==> src/rtl/vend_ctrl_multi_if.sv <==
// vend_ctrl_multi_if: front-end inputs (btn, coin_valid, coin_value, cancel) and controller outputs (product_sel, delivered, credit, change, change_valid, coin_reject, busy)
interface vend_ctrl_multi_if #(
  parameter int N_PROD   = 3,
  parameter int CREDIT_W = 8
);
  logic [N_PROD-1:0]   btn;
  logic                coin_valid;
  logic [3:0]          coin_value;
  logic                cancel;
  logic [N_PROD-1:0]   product_sel;
  logic                delivered;
  logic [CREDIT_W-1:0] credit;
  logic [CREDIT_W-1:0] change;
  logic                change_valid;
  logic                coin_reject;
  logic                busy;
  modport master (
    output btn, coin_valid, coin_value, cancel,
    input  product_sel, delivered, credit, change, change_valid, coin_reject, busy
  );
  modport slave (
    input  btn, coin_valid, coin_value, cancel,
    output product_sel, delivered, credit, change, change_valid, coin_reject, busy
  );
endinterface

==> src/rtl/vend_ctrl_multi.sv <==
// vend_ctrl_multi: N-product vending FSM with coin credit, change, cancel/refund and timeout; ports clk, reset, bus (vend_ctrl_multi_if.slave)
module vend_ctrl_multi #(
  parameter int                         N_PROD      = 3,
  parameter int                         CREDIT_W    = 8,
  parameter logic [N_PROD*CREDIT_W-1:0] PRICES      = {8'd5, 8'd3, 8'd2},
  parameter int                         MAX_CREDIT  = 99,
  parameter int                         TIMEOUT_CYC = 1000
) (
  input logic              clk,
  input logic              reset,
  vend_ctrl_multi_if.slave bus
);
  localparam int TW = $clog2(TIMEOUT_CYC + 1);
  typedef enum logic [1:0] {IDLE, SELECTED, VEND, REFUND} state_t;
  state_t              state;
  logic [TW-1:0]       timer;
  logic [CREDIT_W:0]   sum;
  logic [CREDIT_W-1:0] price;
  logic [CREDIT_W-1:0] credit_nx;
  logic [N_PROD-1:0]   first;
  logic                coin_ok;
  always_comb begin
    sum       = (CREDIT_W+1)'(bus.credit) + (CREDIT_W+1)'(bus.coin_value);
    coin_ok   = bus.coin_valid && |bus.coin_value && sum <= (CREDIT_W+1)'(MAX_CREDIT) &&
                (state == IDLE || (state == SELECTED && !bus.cancel));
    credit_nx = coin_ok ? sum[CREDIT_W-1:0] : bus.credit;
    first     = bus.btn & (~bus.btn + N_PROD'(1));
    price     = '0;
    for (int i = 0; i < N_PROD; i++)
      price = bus.product_sel[i] ? PRICES[i*CREDIT_W +: CREDIT_W] : price;
  end
  always_ff @(posedge clk) begin
    if (reset) begin
      state            <= IDLE;
      timer            <= '0;
      bus.product_sel  <= '0;
      bus.delivered    <= 1'b0;
      bus.credit       <= '0;
      bus.change       <= '0;
      bus.change_valid <= 1'b0;
      bus.coin_reject  <= 1'b0;
      bus.busy         <= 1'b0;
    end else begin
      bus.delivered    <= 1'b0;
      bus.change_valid <= 1'b0;
      bus.coin_reject  <= bus.coin_valid && !coin_ok;
      bus.credit       <= credit_nx;
      case (state)
        IDLE:
          if (|bus.btn) begin
            bus.product_sel <= first;
            timer           <= '0;
            bus.busy        <= 1'b1;
            state           <= SELECTED;
          end else if (bus.cancel && |bus.credit) begin
            bus.change       <= credit_nx;
            bus.change_valid <= 1'b1;
            bus.busy         <= 1'b1;
            state            <= REFUND;
          end
        SELECTED:
          if (bus.cancel) begin
            bus.change       <= bus.credit;
            bus.change_valid <= 1'b1;
            state            <= REFUND;
          end else if (bus.credit >= price) begin
            bus.delivered    <= 1'b1;
            bus.change       <= credit_nx - price;
            bus.change_valid <= 1'b1;
            state            <= VEND;
          end else if (coin_ok) begin
            timer <= '0;
          end else if (timer == TW'(TIMEOUT_CYC - 1)) begin
            bus.change       <= credit_nx;
            bus.change_valid <= 1'b1;
            state            <= REFUND;
          end else begin
            timer <= timer + TW'(1);
          end
        default: begin
          bus.credit      <= '0;
          bus.product_sel <= '0;
          bus.busy        <= 1'b0;
          state           <= IDLE;
        end
      endcase
    end
  end
endmodule

==> src/flat_wrapper.sv <==
// flat-port wrapper written by rule: the top's interface ports become plain ports
module vend_ctrl_multi_flat 
#(
  parameter int                         N_PROD      = 3,
  parameter int                         CREDIT_W    = 8,
  parameter logic [N_PROD*CREDIT_W-1:0] PRICES      = {8'd5, 8'd3, 8'd2},
  parameter int                         MAX_CREDIT  = 99,
  parameter int                         TIMEOUT_CYC = 1000
)
  (clk, reset, bus_btn, bus_coin_valid, bus_coin_value, bus_cancel, bus_product_sel, bus_delivered, bus_credit, bus_change, bus_change_valid, bus_coin_reject, bus_busy);
  vend_ctrl_multi_if #(.N_PROD(N_PROD), .CREDIT_W(CREDIT_W)) bus_i ();
  input logic clk;
  input logic reset;
  input wire logic [$bits(bus_i.btn)-1:0] bus_btn;
  input wire logic [$bits(bus_i.coin_valid)-1:0] bus_coin_valid;
  input wire logic [$bits(bus_i.coin_value)-1:0] bus_coin_value;
  input wire logic [$bits(bus_i.cancel)-1:0] bus_cancel;
  output wire logic [$bits(bus_i.product_sel)-1:0] bus_product_sel;
  output wire logic [$bits(bus_i.delivered)-1:0] bus_delivered;
  output wire logic [$bits(bus_i.credit)-1:0] bus_credit;
  output wire logic [$bits(bus_i.change)-1:0] bus_change;
  output wire logic [$bits(bus_i.change_valid)-1:0] bus_change_valid;
  output wire logic [$bits(bus_i.coin_reject)-1:0] bus_coin_reject;
  output wire logic [$bits(bus_i.busy)-1:0] bus_busy;
  assign bus_i.btn = bus_btn;
  assign bus_i.coin_valid = bus_coin_valid;
  assign bus_i.coin_value = bus_coin_value;
  assign bus_i.cancel = bus_cancel;
  assign bus_product_sel = bus_i.product_sel;
  assign bus_delivered = bus_i.delivered;
  assign bus_credit = bus_i.credit;
  assign bus_change = bus_i.change;
  assign bus_change_valid = bus_i.change_valid;
  assign bus_coin_reject = bus_i.coin_reject;
  assign bus_busy = bus_i.busy;
  vend_ctrl_multi #(.N_PROD(N_PROD), .CREDIT_W(CREDIT_W), .PRICES(PRICES), .MAX_CREDIT(MAX_CREDIT), .TIMEOUT_CYC(TIMEOUT_CYC)) u_core (.clk(clk), .reset(reset), .bus(bus_i));
endmodule
==> config.mk <==
export PLATFORM = sky130hd
export DESIGN_NAME = vend_ctrl_multi_flat
export DESIGN_NICKNAME = d
export VERILOG_FILES = /design/src/rtl/vend_ctrl_multi_if.sv /design/src/rtl/vend_ctrl_multi.sv /design/src/flat_wrapper.sv
export SDC_FILE = /design/constraint.sdc
export NUM_CORES = 1
export LEC_CHECK = 0
export CAP_MARGIN = 20
export CORE_ASPECT_RATIO = 1.25
export CORE_MARGIN = 3
export CORE_UTILIZATION = 45
export CTS_CLUSTER_SIZE = 40
export DETAILED_ROUTE_END_ITERATION = 12
export PLACE_DENSITY = 0.79
export SETUP_SLACK_MARGIN = 0.02
export SLEW_MARGIN = 20
export SYNTH_ARGS = -nofsm -noshare
export SYNTH_HDL_FRONTEND = slang
export SYNTH_SLANG_ARGS = --single-unit
==> constraint.sdc <==
create_clock -name clk -period 4.8 [get_ports clk]
set_input_delay 0.96 -clock clk [delete_from_list [all_inputs] [get_ports clk]]
set_output_delay 0.96 -clock clk [all_outputs]
set_load 0.03 [all_outputs]
; After elaboration in Yosys (flattened, before gate mapping)
; Index checks and enable logic that the tools add are counted.
; Widths: inputs -> output; s select.
[totals]
wordCells = 89
latch_bits = 0
input_bits = 11
mem_count = 0
out_inout_bits = 23
reg_bits = 35
mem_bits_rw = 0
rom_bits = 0
[op_classes]
addsub = 4
n_lt_le_gt_ge = 2
n_bitwise = 4
eq_ne = 11
shifts = 0
multipliers = 0
div = 0
mux = 37
n_reduce_logical = 22
[op_table]
columns = cell, count
row1 = $mux 8, 9
row2 = $mux 10, 5
row3 = $pmux 10 s2, 1
row4 = $pmux 8 s2, 1
row5 = $mux 2, 7
row6 = $add 10x1->10 const B, 1
row7 = $eq 10x10->1 const B, 1
row8 = $ne 2x2->1 const B, 5
row9 = $reduce_and 5->1, 2
row10 = $add 8x4->9, 1
row11 = $le 9x7->1 const B, 1
row12 = $mux 1, 9
row13 = $ge 8x8->1, 1
row14 = $ne 4x4->1 const B, 2
row15 = $reduce_or 8->1, 1
row16 = $sub 8x8->8, 1
row17 = $logic_and 1x1->1, 6
row18 = $pmux 3 s2, 1
row19 = $reduce_or 3->1, 2
row20 = $pmux 1 s2, 2
row21 = $pmux 2 s2, 1
row22 = $reduce_and 2->1, 2
row23 = $reduce_or 2->1, 2
row24 = $reduce_or 4->1, 1
row25 = other kinds (13), 15

; Depth between registers and ports, before layout
; Gate-level depths: netlist (run 1).
[depth]
ltp_word = 10
depth_mapped = 19
depth_no_buf = 19

; Worst setup path after synthesis (run 1)
; Ideal clock, no wire load.
[synth_path]
kind = input -> register
start = in bus_coin_value[0]
end = reg u_core.bus.change[7]
setup_ps = 63
t_required_ps = 4737
t_arrival_ps = 4915
path_buffers = 1
setup_slack_ps = -177
stages = 19
path_cell_list = ha_1 -> inv_1 -> fa_1 -> and2b_1 -> o211ai_1 -> or4_4 -> a21oi_4 -> nor3_1 -> buf_2 -> mux2i_1 -> ha_1 -> nor2b_1 -> o21ai_0 -> inv_1 -> nor3_1 -> o2111ai_1 -> a2111oi_0 -> o211ai_1 -> nand3_1
[synth_via]
word_cells_on_any_way = 17
cone_classes = add/sub: 2 / order compare: 1 / eq/ne: 1 / mux: 8 / reduce/logical: 5
[synth_rtl]
columns = item, line
row1 = start: declaration, flat_wrapper.sv:16  ; input wire logic [$bits(bus_i.coin_value)-1:0] bus_coin_value;
row2 = $add 8x4->9 or $reduce_or 4->1 (tied branches), "vend_ctrl_multi.sv:23, vend_ctrl_multi.sv:24"
row3 = $le 9x7->1 or $logic_and 1x1->1 (tied branches), vend_ctrl_multi.sv:24  ; coin_ok = bus.coin_valid && |bus.coin_value && sum <= (CREDIT_W+1)'(MAX_CREDIT) &&
row4 = $logic_and 1x1->1 (2 in series), vend_ctrl_multi.sv:24
row5 = $mux 8 (*), vend_ctrl_multi.sv:26  ; credit_nx = coin_ok ? sum[CREDIT_W-1:0] : bus.credit;
row6 = via u_core.credit_nx[1], vend_ctrl_multi.sv:19  ; logic [CREDIT_W-1:0] credit_nx;
row7 = $sub 8x8->8 (*), vend_ctrl_multi.sv:68  ; bus.change <= credit_nx - price;
row8 = $mux 8 (*), vend_ctrl_multi.sv:66  ; end else if (bus.credit >= price) begin
row9 = $mux 8 (*), vend_ctrl_multi.sv:62  ; if (bus.cancel) begin
row10 = $pmux 8 s2 (*), vend_ctrl_multi.sv:48  ; case (state)
row11 = end signal: assignment, vend_ctrl_multi.sv:63  ; bus.change <= bus.credit;
row12 = end signal: assignment, vend_ctrl_multi.sv:68
row13 = end signal: assignment, vend_ctrl_multi.sv:74  ; bus.change <= credit_nx;
row14 = end: declaration, vend_ctrl_multi_if.sv:23  ; output product_sel, delivered, credit, change, change_valid, coin_reject, busy
; The timed path passes the listed nets; every way through them passes the cells marked *. The select of a mux whose other input is x is not followed.
; A chain may end at the register's enable or synchronous reset.

; Worst setup path after layout (run 1)
[layout_path]
start = in bus_coin_value[0]
end = reg u_core.bus.change[5]
; The elaborated chain is that of the path after synthesis.

==> summary.md, run 1 <==
| Metric | Value |
|---|---|
| Result of the run | completed |
| Sort of element at the end of the critical path | register |
| Post-synthesis to final-layout area growth | 41.8% |
| Core box area | approximately 0.0053 sq mm |
| Total clock buffers created by CTS | 5 |
| Total negative slack | 0 ns |
| DRC | 0 |
| Via density per instance | around 6.4 |
| Relative slew slack | 0.511 |
| Initial core utilization | 0.483 |
| Register bit total from synthesis | 35 |
| Data required time at the worst endpoint | roughly 5.0 ns |
| H-tree levels | 2 |
| Depth of the worst register-to-register path | 19 |
| Average routed wire per standard cell | between 15 and 20 um |
| Maximum operating frequency | about 210 MHz |
| Site row count | 29 |
| Synthesized cell area | 0.00254 sq mm |
| Number of hold violations in the final report | 0 |
| Overall power | 0.00113 W |
| Post-place instance area | around 0.0032 sq mm |
| Routed Antenna Nets | 0 |
| Total setup violations reported at the end of the flow | 0 |
| Critical Path Source Type | primary input |
| Class of the most critical hold timing path | register to register |
| Worst path arrival time | between 4 and 5 ns |
| Max_cap viols | 0 |
| CTS tree | built |
| 1st-iter DRT viols | approximately 180 |
| Category of the most critical setup path | primary input to register |
| Clock latency on the worst-skew pair | 0.30 ns |
| Final Net Count | 423 |
| Sink count of the clock tree | 35 |
| Detailed placement HPWL | 5.61 mm |
| Final max-slew violation count | 0 |
| Die area | between 0.006 and 0.007 sq mm |
| Final global-route overflow total | 0 |
| Number of instances in the synthesized netlist | approximately 320 |
| Clock Path Buffers | 2 |
| CTS clk-pin slew, worst paths | approximately 0.070 ns |
| Number of global-route vias before repair | 2677 |
| Number of ports placed on the die boundary | 34 |
| Post-Place Worst Slack | -0.688 ns |
| Largest fanout on the critical path | 4 |
| Transition at the pin with the smallest max-transition slack | 0.732 ns |
| Post-synth cell types | 67 |
| Cell at the root of the clock tree | sky130_fd_sc_hd__clkbuf_8 |
| Fin crit share | 0.971 |
| Total non-filler cell area in the finished layout | around 0.0036 sq mm |
| Share of post-route cells with drive strength above 1 | 0.268 |
| Maximum number of pins on one net before global-route repair | 20 |
| Routability Congestion | between 0.9 and 1 |
| Number of cells on the worst hold path | 2 |
| Hold bufs inserted after CTS | 0 |
| Power density relative to cell area | 315 mW/mm^2 |
| P_leak | approximately 1.3 nW |
| Final clock skew | roughly 0.0048 ns |
| Post-layout worst setup margin | roughly 0.14 ns |
| Wire length of the first global-routing pass | about 13 mm |
| Total global-route track usage | 0.240 |
| Vertical extent of the die | 90.0 um |
| Ant diodes | 0 |
| Count of vias placed by the detailed router | a little under 3000 |
| Async S/R FF share, synth | 0 |
| First drt pass iteration count | 7 |
| Most used DFF post-synth | sky130_fd_sc_hd__dfxtp_1 |
| Yosys synthesis warning count | 0 |
| Number of antenna violations at the first check in global routing | 0 |
| Port Buffers | 33 |
| Die width | 73.2 um |
| Total Routed Length | approximately 8 mm |
| Seq/Total Area, Yosys | 0.276 |
| Number of enable-type register cells in the synthesized netlist | 0 |
| Worst VDD drop | 0.185 mV |
| Crit path time final | ~4.7 ns |
| Post-Syn Nets | approximately 350 |
| Mean cell area of the mapped netlist | just under 8 sq um |
## sequential cells by signal, summed over array words and instances (netlist names)
| signal | flops |
|---|---|
| u_core.bus.product_sel | 3 |
| u_core.state | 2 |
| u_core.bus.busy | 1 |
| u_core.bus.credit | 8 |
| u_core.bus.delivered | 1 |
| u_core.bus.change_valid | 1 |
| u_core.bus.coin_reject | 1 |
| u_core.timer | 10 |
| u_core.bus.change | 8 |
## metrics by stage
| step | instances | util | hold slack, ns |
|---|---|---|---|
| floorplan | 323 | - | 0.452 |
| global placement | 442 | 0.606 | 0.440 |
| detailed placement | 442 | 0.606 | 0.446 |
| CTS | 458 | 0.653 | 0.456 |
| global route | 462 | 0.685 | 0.484 |
| finish | 462 | 0.685 | 0.454 |
## layer usage
layer | vias up | share of wire | GRT usage
li1 | 1364 | - | -
met1 | 1381 | 0.39 | 0.292
met3 | 34 | 0.076 | 0.0469
met4 | 0 | 0.032 | 0.112
met2 | 164 | 0.51 | 0.397
met5 | - | 0 | 0
## power breakdown
group	total, W	switching [W]	internal, W
combinational	0.000577	0.000326	0.000251
sequential	0.000344	0.0000273	0.000316
clock	0.000214	0.000112	0.000101
## critical path, stage by stage
cell,delay (ns)
sky130_fd_sc_hd__buf_4,0.10
sky130_fd_sc_hd__ha_4,0.13
sky130_fd_sc_hd__inv_2,0.03
sky130_fd_sc_hd__fa_2,0.36
sky130_fd_sc_hd__nor2b_4,0.14
sky130_fd_sc_hd__and2_4,0.16
sky130_fd_sc_hd__or4_4,0.54
sky130_fd_sc_hd__buf_4,0.16
sky130_fd_sc_hd__a21oi_4,0.14
sky130_fd_sc_hd__nor3_2,0.08
sky130_fd_sc_hd__buf_4,0.14
sky130_fd_sc_hd__mux2i_4,0.18
sky130_fd_sc_hd__ha_1,0.30
sky130_fd_sc_hd__nor2b_1,0.14
sky130_fd_sc_hd__o21ai_2,0.16
sky130_fd_sc_hd__inv_2,0.10
sky130_fd_sc_hd__nor4_4,0.22
sky130_fd_sc_hd__o2111ai_4,0.20
sky130_fd_sc_hd__o211ai_1,0.20
sky130_fd_sc_hd__nor3_1,0.11
sky130_fd_sc_hd__o31a_1,0.29
## cell usage in the layout (no fill, tap or decap), types with 5 or more instances in the layout
master                            instances
sky130_fd_sc_hd__a21oi_1                 20
sky130_fd_sc_hd__buf_4                   48
sky130_fd_sc_hd__clkbuf_8                 5
sky130_fd_sc_hd__clkdlybuf4s50_1         29
sky130_fd_sc_hd__dfxtp_1                 35
sky130_fd_sc_hd__ha_1                     6
sky130_fd_sc_hd__inv_1                   16
sky130_fd_sc_hd__nand2_1                 16
sky130_fd_sc_hd__nand3_1                 10
sky130_fd_sc_hd__nand4_1                  5
sky130_fd_sc_hd__nor2_1                  41
sky130_fd_sc_hd__nor2b_1                  5
sky130_fd_sc_hd__nor3_1                  10
sky130_fd_sc_hd__o211ai_1                 7
sky130_fd_sc_hd__o21ai_0                 10
sky130_fd_sc_hd__o21ai_1                  7
sky130_fd_sc_hd__or3_1                    9
## final cells by class
cell class                 count  area, sq um
multi-input combinational    256         1970
fill                         409         1660
sequential                    35          701
timing repair buffer          81          692
tap                           62         77.6
inverter                      20         75.1
clock buffer                   6         72.6
clock inverter                 2         12.5
## timing repair
action,CTS,global route
endpoints found under the hold margin,0,0
buffers inserted,8,5
pin swaps,16,21
setup endpoints to repair,6,5
gates resized for setup,23,31
## Yosys cell counts (3+ instances only)
master	n	area share
sky130_fd_sc_hd__nor2_1	41	0.061
sky130_fd_sc_hd__dfxtp_1	35	0.28
sky130_fd_sc_hd__a21oi_1	20	0.039
sky130_fd_sc_hd__inv_1	20	0.030
sky130_fd_sc_hd__nand2_1	18	0.027
sky130_fd_sc_hd__nor3_1	12	0.024
sky130_fd_sc_hd__ha_1	11	0.054
sky130_fd_sc_hd__o21ai_0	11	0.022
sky130_fd_sc_hd__nand3_1	10	0.020
sky130_fd_sc_hd__or3_1	9	0.022
sky130_fd_sc_hd__clkbuf_1	8	0.012
sky130_fd_sc_hd__o21ai_1	8	0.016
sky130_fd_sc_hd__mux2i_1	7	0.028
sky130_fd_sc_hd__o211ai_1	7	0.021
sky130_fd_sc_hd__nor2b_1	6	0.015
sky130_fd_sc_hd__nand4_1	5	0.012
sky130_fd_sc_hd__nor4_1	4	0.0099
sky130_fd_sc_hd__o2111ai_1	4	0.014
sky130_fd_sc_hd__o31a_1	4	0.014
sky130_fd_sc_hd__o31ai_1	4	0.012
sky130_fd_sc_hd__or4_1	4	0.012
sky130_fd_sc_hd__xnor2_1	4	0.014
sky130_fd_sc_hd__a311oi_1	3	0.010
sky130_fd_sc_hd__a31oi_1	3	0.0074
sky130_fd_sc_hd__a32oi_1	3	0.010
sky130_fd_sc_hd__and2_1	3	0.0074
sky130_fd_sc_hd__and3_1	3	0.0074
sky130_fd_sc_hd__buf_2	3	0.0059
sky130_fd_sc_hd__nand2b_1	3	0.0074
sky130_fd_sc_hd__or2_2	3	0.0074
## path summary, 6_finish.rpt
check | from | end | slack (ns)
worst max-delay path | bus_coin_value[0] | u_core.bus.change[5] | 0.14
worst min register to register | u_core.bus.change[3] | u_core.bus.change[3] | 0.45
worst max register to register | u_core.bus.credit[1] | u_core.bus.change[5] | 0.29
worst min-delay path | u_core.bus.change[3] | u_core.bus.change[3] | 0.45
## kinds of logic (layout without fill, tap and decap cells)
group | count (synthesis) | after routing | synth area share
multiplexers | 7 | 7 | 0.0276
adder cells (fa/ha/maj) | 13 | 13 | 0.0700
AO/OA/AOI/OAI | 99 | 99 | 0.291
AND/OR/NAND/NOR | 131 | 131 | 0.262
flip-flops | 35 | 35 | 0.276
XOR/XNOR | 6 | 6 | 0.0236
buffers and inverters | 32 | 109 | 0.0502
Power figures use the tool's default switching activity.
==> inputs of run 2 (changes only) <==
--- a/config.mk
+++ b/config.mk
@@ -9,7 +9,6 @@
 export CORE_ASPECT_RATIO = 1.25
 export CORE_MARGIN = 3
 export CORE_UTILIZATION = 45
-export CTS_CLUSTER_SIZE = 40
 export DETAILED_ROUTE_END_ITERATION = 12
 export PLACE_DENSITY = 0.79
 export SETUP_SLACK_MARGIN = 0.02
==> results of run 2 <==
The final DEF is identical to that of run 1; final timing and power are the same.
==> inputs of run 3 (changes only) <==
--- a/config.mk
+++ b/config.mk
@@ -10,7 +10,7 @@
 export CORE_MARGIN = 3
 export CORE_UTILIZATION = 45
 export DETAILED_ROUTE_END_ITERATION = 12
-export PLACE_DENSITY = 0.79
+export PLACE_DENSITY_LB_ADDON = 0.05
 export SETUP_SLACK_MARGIN = 0.02
 export SLEW_MARGIN = 20
 export SYNTH_ARGS = -nofsm -noshare
==> summary.md, run 3 (same netlist as run 1, synthesis figures left out) <==
| Metric | Value |
|---|---|
| Final max-slew violation count | 0 (unchanged) |
| Clock latency on the worst-skew pair | 0.29 ns (about the same) |
| 1st-iter DRT viols | 215 (+17%) |
| Data required time at the worst endpoint | 4.98 ns (about the same) |
| Share of post-route cells with drive strength above 1 | 0.258 (-0.00944) |
| DRC | 0 (unchanged) |
| Ant diodes | 0 (unchanged) |
| Post-place instance area | 0.00323 sq mm (+1.2%) |
| CTS clk-pin slew, worst paths | 0.07 ns (about the same) |
| Initial core utilization | 0.483 (unchanged) |
| Number of global-route vias before repair | 2733 (+2.1%) |
| P_leak | 1.33 nW (+0.28%) |
| Vertical extent of the die | 90.0 um (unchanged) |
| Clock Path Buffers | 2 (unchanged) |
| Port Buffers | 33 (unchanged) |
| Number of ports placed on the die boundary | 34 (unchanged) |
| Routability Congestion | 0.915 (-5.2%) |
| Max FFs per register | 10 (unchanged) |
| Post-Place Worst Slack | -0.677 ns (+0.0112 ns) |
| Total clock buffers created by CTS | 5 (unchanged) |
| Count of vias placed by the detailed router | 2852 (-3.1%) |
| Transition at the pin with the smallest max-transition slack | 0.777 ns (+0.0448 ns) |
| Post-layout worst setup margin | 0.151 ns (+0.0136 ns) |
| Final instance count without filler cells | 465 (+0.65%) |
| Core box area | 0.00526 sq mm (unchanged) |
| Class of the most critical hold timing path | register to register |
| Detailed placement HPWL | 5.77 mm (+2.8%) |
| Sequential cell area | 701 sq um (unchanged) |
| Max_cap viols | 0 (unchanged) |
| Power density relative to cell area | 318 mW/mm^2 (+0.81%) |
| Post-layout util | 0.683 (-0.00214) |
| Post-synthesis to final-layout area growth | 41.4% |
| Final Net Count | 426 (+0.71%) |
| Worst path arrival time | 4.83 ns (-0.02 ns) |
| First drt pass iteration count | 5 (-2) |
| Sort of element at the end of the critical path | register |
| Final clock skew | 0.00505 ns (+0.000252 ns) |
| Largest fanout on the critical path | 4 (unchanged) |
| Routed Antenna Nets | 0 (unchanged) |
| Total global-route track usage | 0.256 (+0.0152) |
| Result of the run | completed |
| Category of the most critical setup path | primary input to register |
| CTS tree | built |
| Fin crit share | 0.969 (-0.00284) |
| Total setup violations reported at the end of the flow | 0 (unchanged) |
| Hold bufs inserted after CTS | 0 (unchanged) |
| Worst VDD drop | 0.210 mV (+14%) |
| Maximum number of pins on one net before global-route repair | 20 (unchanged) |
| Via density per instance | 6.13 (-3.7%) |
| Final global-route overflow total | 0 (unchanged) |
| Total negative slack | 0 ns (unchanged) |
| H-tree levels | 2 (unchanged) |
| Site row count | 29 (unchanged) |
| Cell at the root of the clock tree | sky130_fd_sc_hd__clkbuf_8 |
| Sink count of the clock tree | 35 (unchanged) |
| Cells after DPL | 447 (+1.1%) |
| Relative slew slack | 0.481 (-0.0299) |
| Wire length of the first global-routing pass | 13.4 mm (+5.1%) |
| Total area of multi-input combinational cells | 0.00194 sq mm (-1.4%) |
| Critical Path Source Type | primary input |
| Die width | 73.2 um (unchanged) |
| Most common cell after layout, fill and taps aside | sky130_fd_sc_hd__buf_4 |
| Total non-filler cell area in the finished layout | 0.00359 sq mm (-0.31%) |
| Number of antenna violations at the first check in global routing | 0 (unchanged) |
| Total Routed Length | 8.16 mm (-0.44%) |
| Maximum operating frequency | 215 MHz (+0.29%) |
| Most used cells in the layout excluding fill and tap cells | 51 x sky130_fd_sc_hd__buf_4, 41 x sky130_fd_sc_hd__nor2_1, 35 x sky130_fd_sc_hd__dfxtp_1 |
| Average routed wire per standard cell | 17.6 um (-1.1%) |
| Largest reg by FF count | u_core.timer |
| Number of hold violations in the final report | 0 (unchanged) |
| Die area | 0.00659 sq mm (unchanged) |
| Number of fill cells in the layout | 455 (+11%) |
| Registers with the highest flip-flop counts | u_core.timer x10, u_core.bus.change x8, u_core.bus.credit x8 |
| Crit path time final | 4.65 ns (-0.0136 ns) |
## run 3: area by class of cell
cell class | instances | share of cell area
Multi-Input combinational cell | 256 | 0.541
Clock buffer | 6 | 0.0202
Clock inverter | 2 | 0.00348
Sequential cell | 35 | 0.195
Timing Repair Buffer | 84 | 0.197
Inverter | 20 | 0.0209
Tap cell | 62 | 0.0216
## run 3: repair_timing
action	4_1_cts	5_1_grt
setup buffers	6	4
gates resized for setup	23	24
setup endpoints to repair	6	5
pin swaps	16	19
## run 3: worst paths after layout
check	to	slack, ns	cells after the start	startpoint
worst min register to register	u_core.bus.change[3]	0.47	2	u_core.bus.change[3]
worst max register to register	u_core.bus.change[5]	0.44	18	u_core.bus.credit[1]
worst max-delay path	u_core.bus.change[5]	0.15	20	bus_coin_value[0]
worst min-delay path	u_core.bus.change[3]	0.47	2	u_core.bus.change[3]
## run 3: per-stage QoR
| step | total power, W | hold slack [ns] |
|---|---|---|
| final | 0.00114 | 0.467 |
| after global routing | 0.00121 | 0.503 |
| after CTS | 0.00109 | 0.474 |
| after detailed placement | 0.000838 | 0.464 |
| after global placement | 0.000834 | 0.438 |
| after floorplan | 0.000655 | 0.452 |
## run 3: report_power, final
group / leakage, nW / switching [W] / internal [W]
logic: 1.00 / 0.000327 / 0.000259
clock network: 0.0412 / 0.000111 / 0.000101
registers: 0.285 / 0.0000253 / 0.000316
## run 3: critical path, stage by stage
cell	delay, ns
sky130_fd_sc_hd__clkbuf_2	0.11
sky130_fd_sc_hd__ha_2	0.17
sky130_fd_sc_hd__inv_1	0.05
sky130_fd_sc_hd__fa_2	0.36
sky130_fd_sc_hd__and2b_2	0.26
sky130_fd_sc_hd__o211ai_1	0.12
sky130_fd_sc_hd__or4_4	0.47
sky130_fd_sc_hd__a21oi_4	0.18
sky130_fd_sc_hd__nor3_2	0.07
sky130_fd_sc_hd__buf_4	0.14
sky130_fd_sc_hd__mux2i_4	0.18
sky130_fd_sc_hd__ha_1	0.27
sky130_fd_sc_hd__nor2b_1	0.14
sky130_fd_sc_hd__o21ai_2	0.16
sky130_fd_sc_hd__inv_2	0.08
sky130_fd_sc_hd__nor4_4	0.36
sky130_fd_sc_hd__o2111ai_4	0.21
sky130_fd_sc_hd__o211ai_1	0.19
sky130_fd_sc_hd__nor3_1	0.09
sky130_fd_sc_hd__o31a_1	0.27
## run 3: metal layers
layer,wire [um],track usage,up-vias,share of wire
met1,3400,0.324,1343,0.42
met2,4010,0.410,115,0.49
met3,520,0.0658,20,0.064
met5,0,0,-,0
li1,-,-,1374,-
met4,237,0.0908,0,0.029
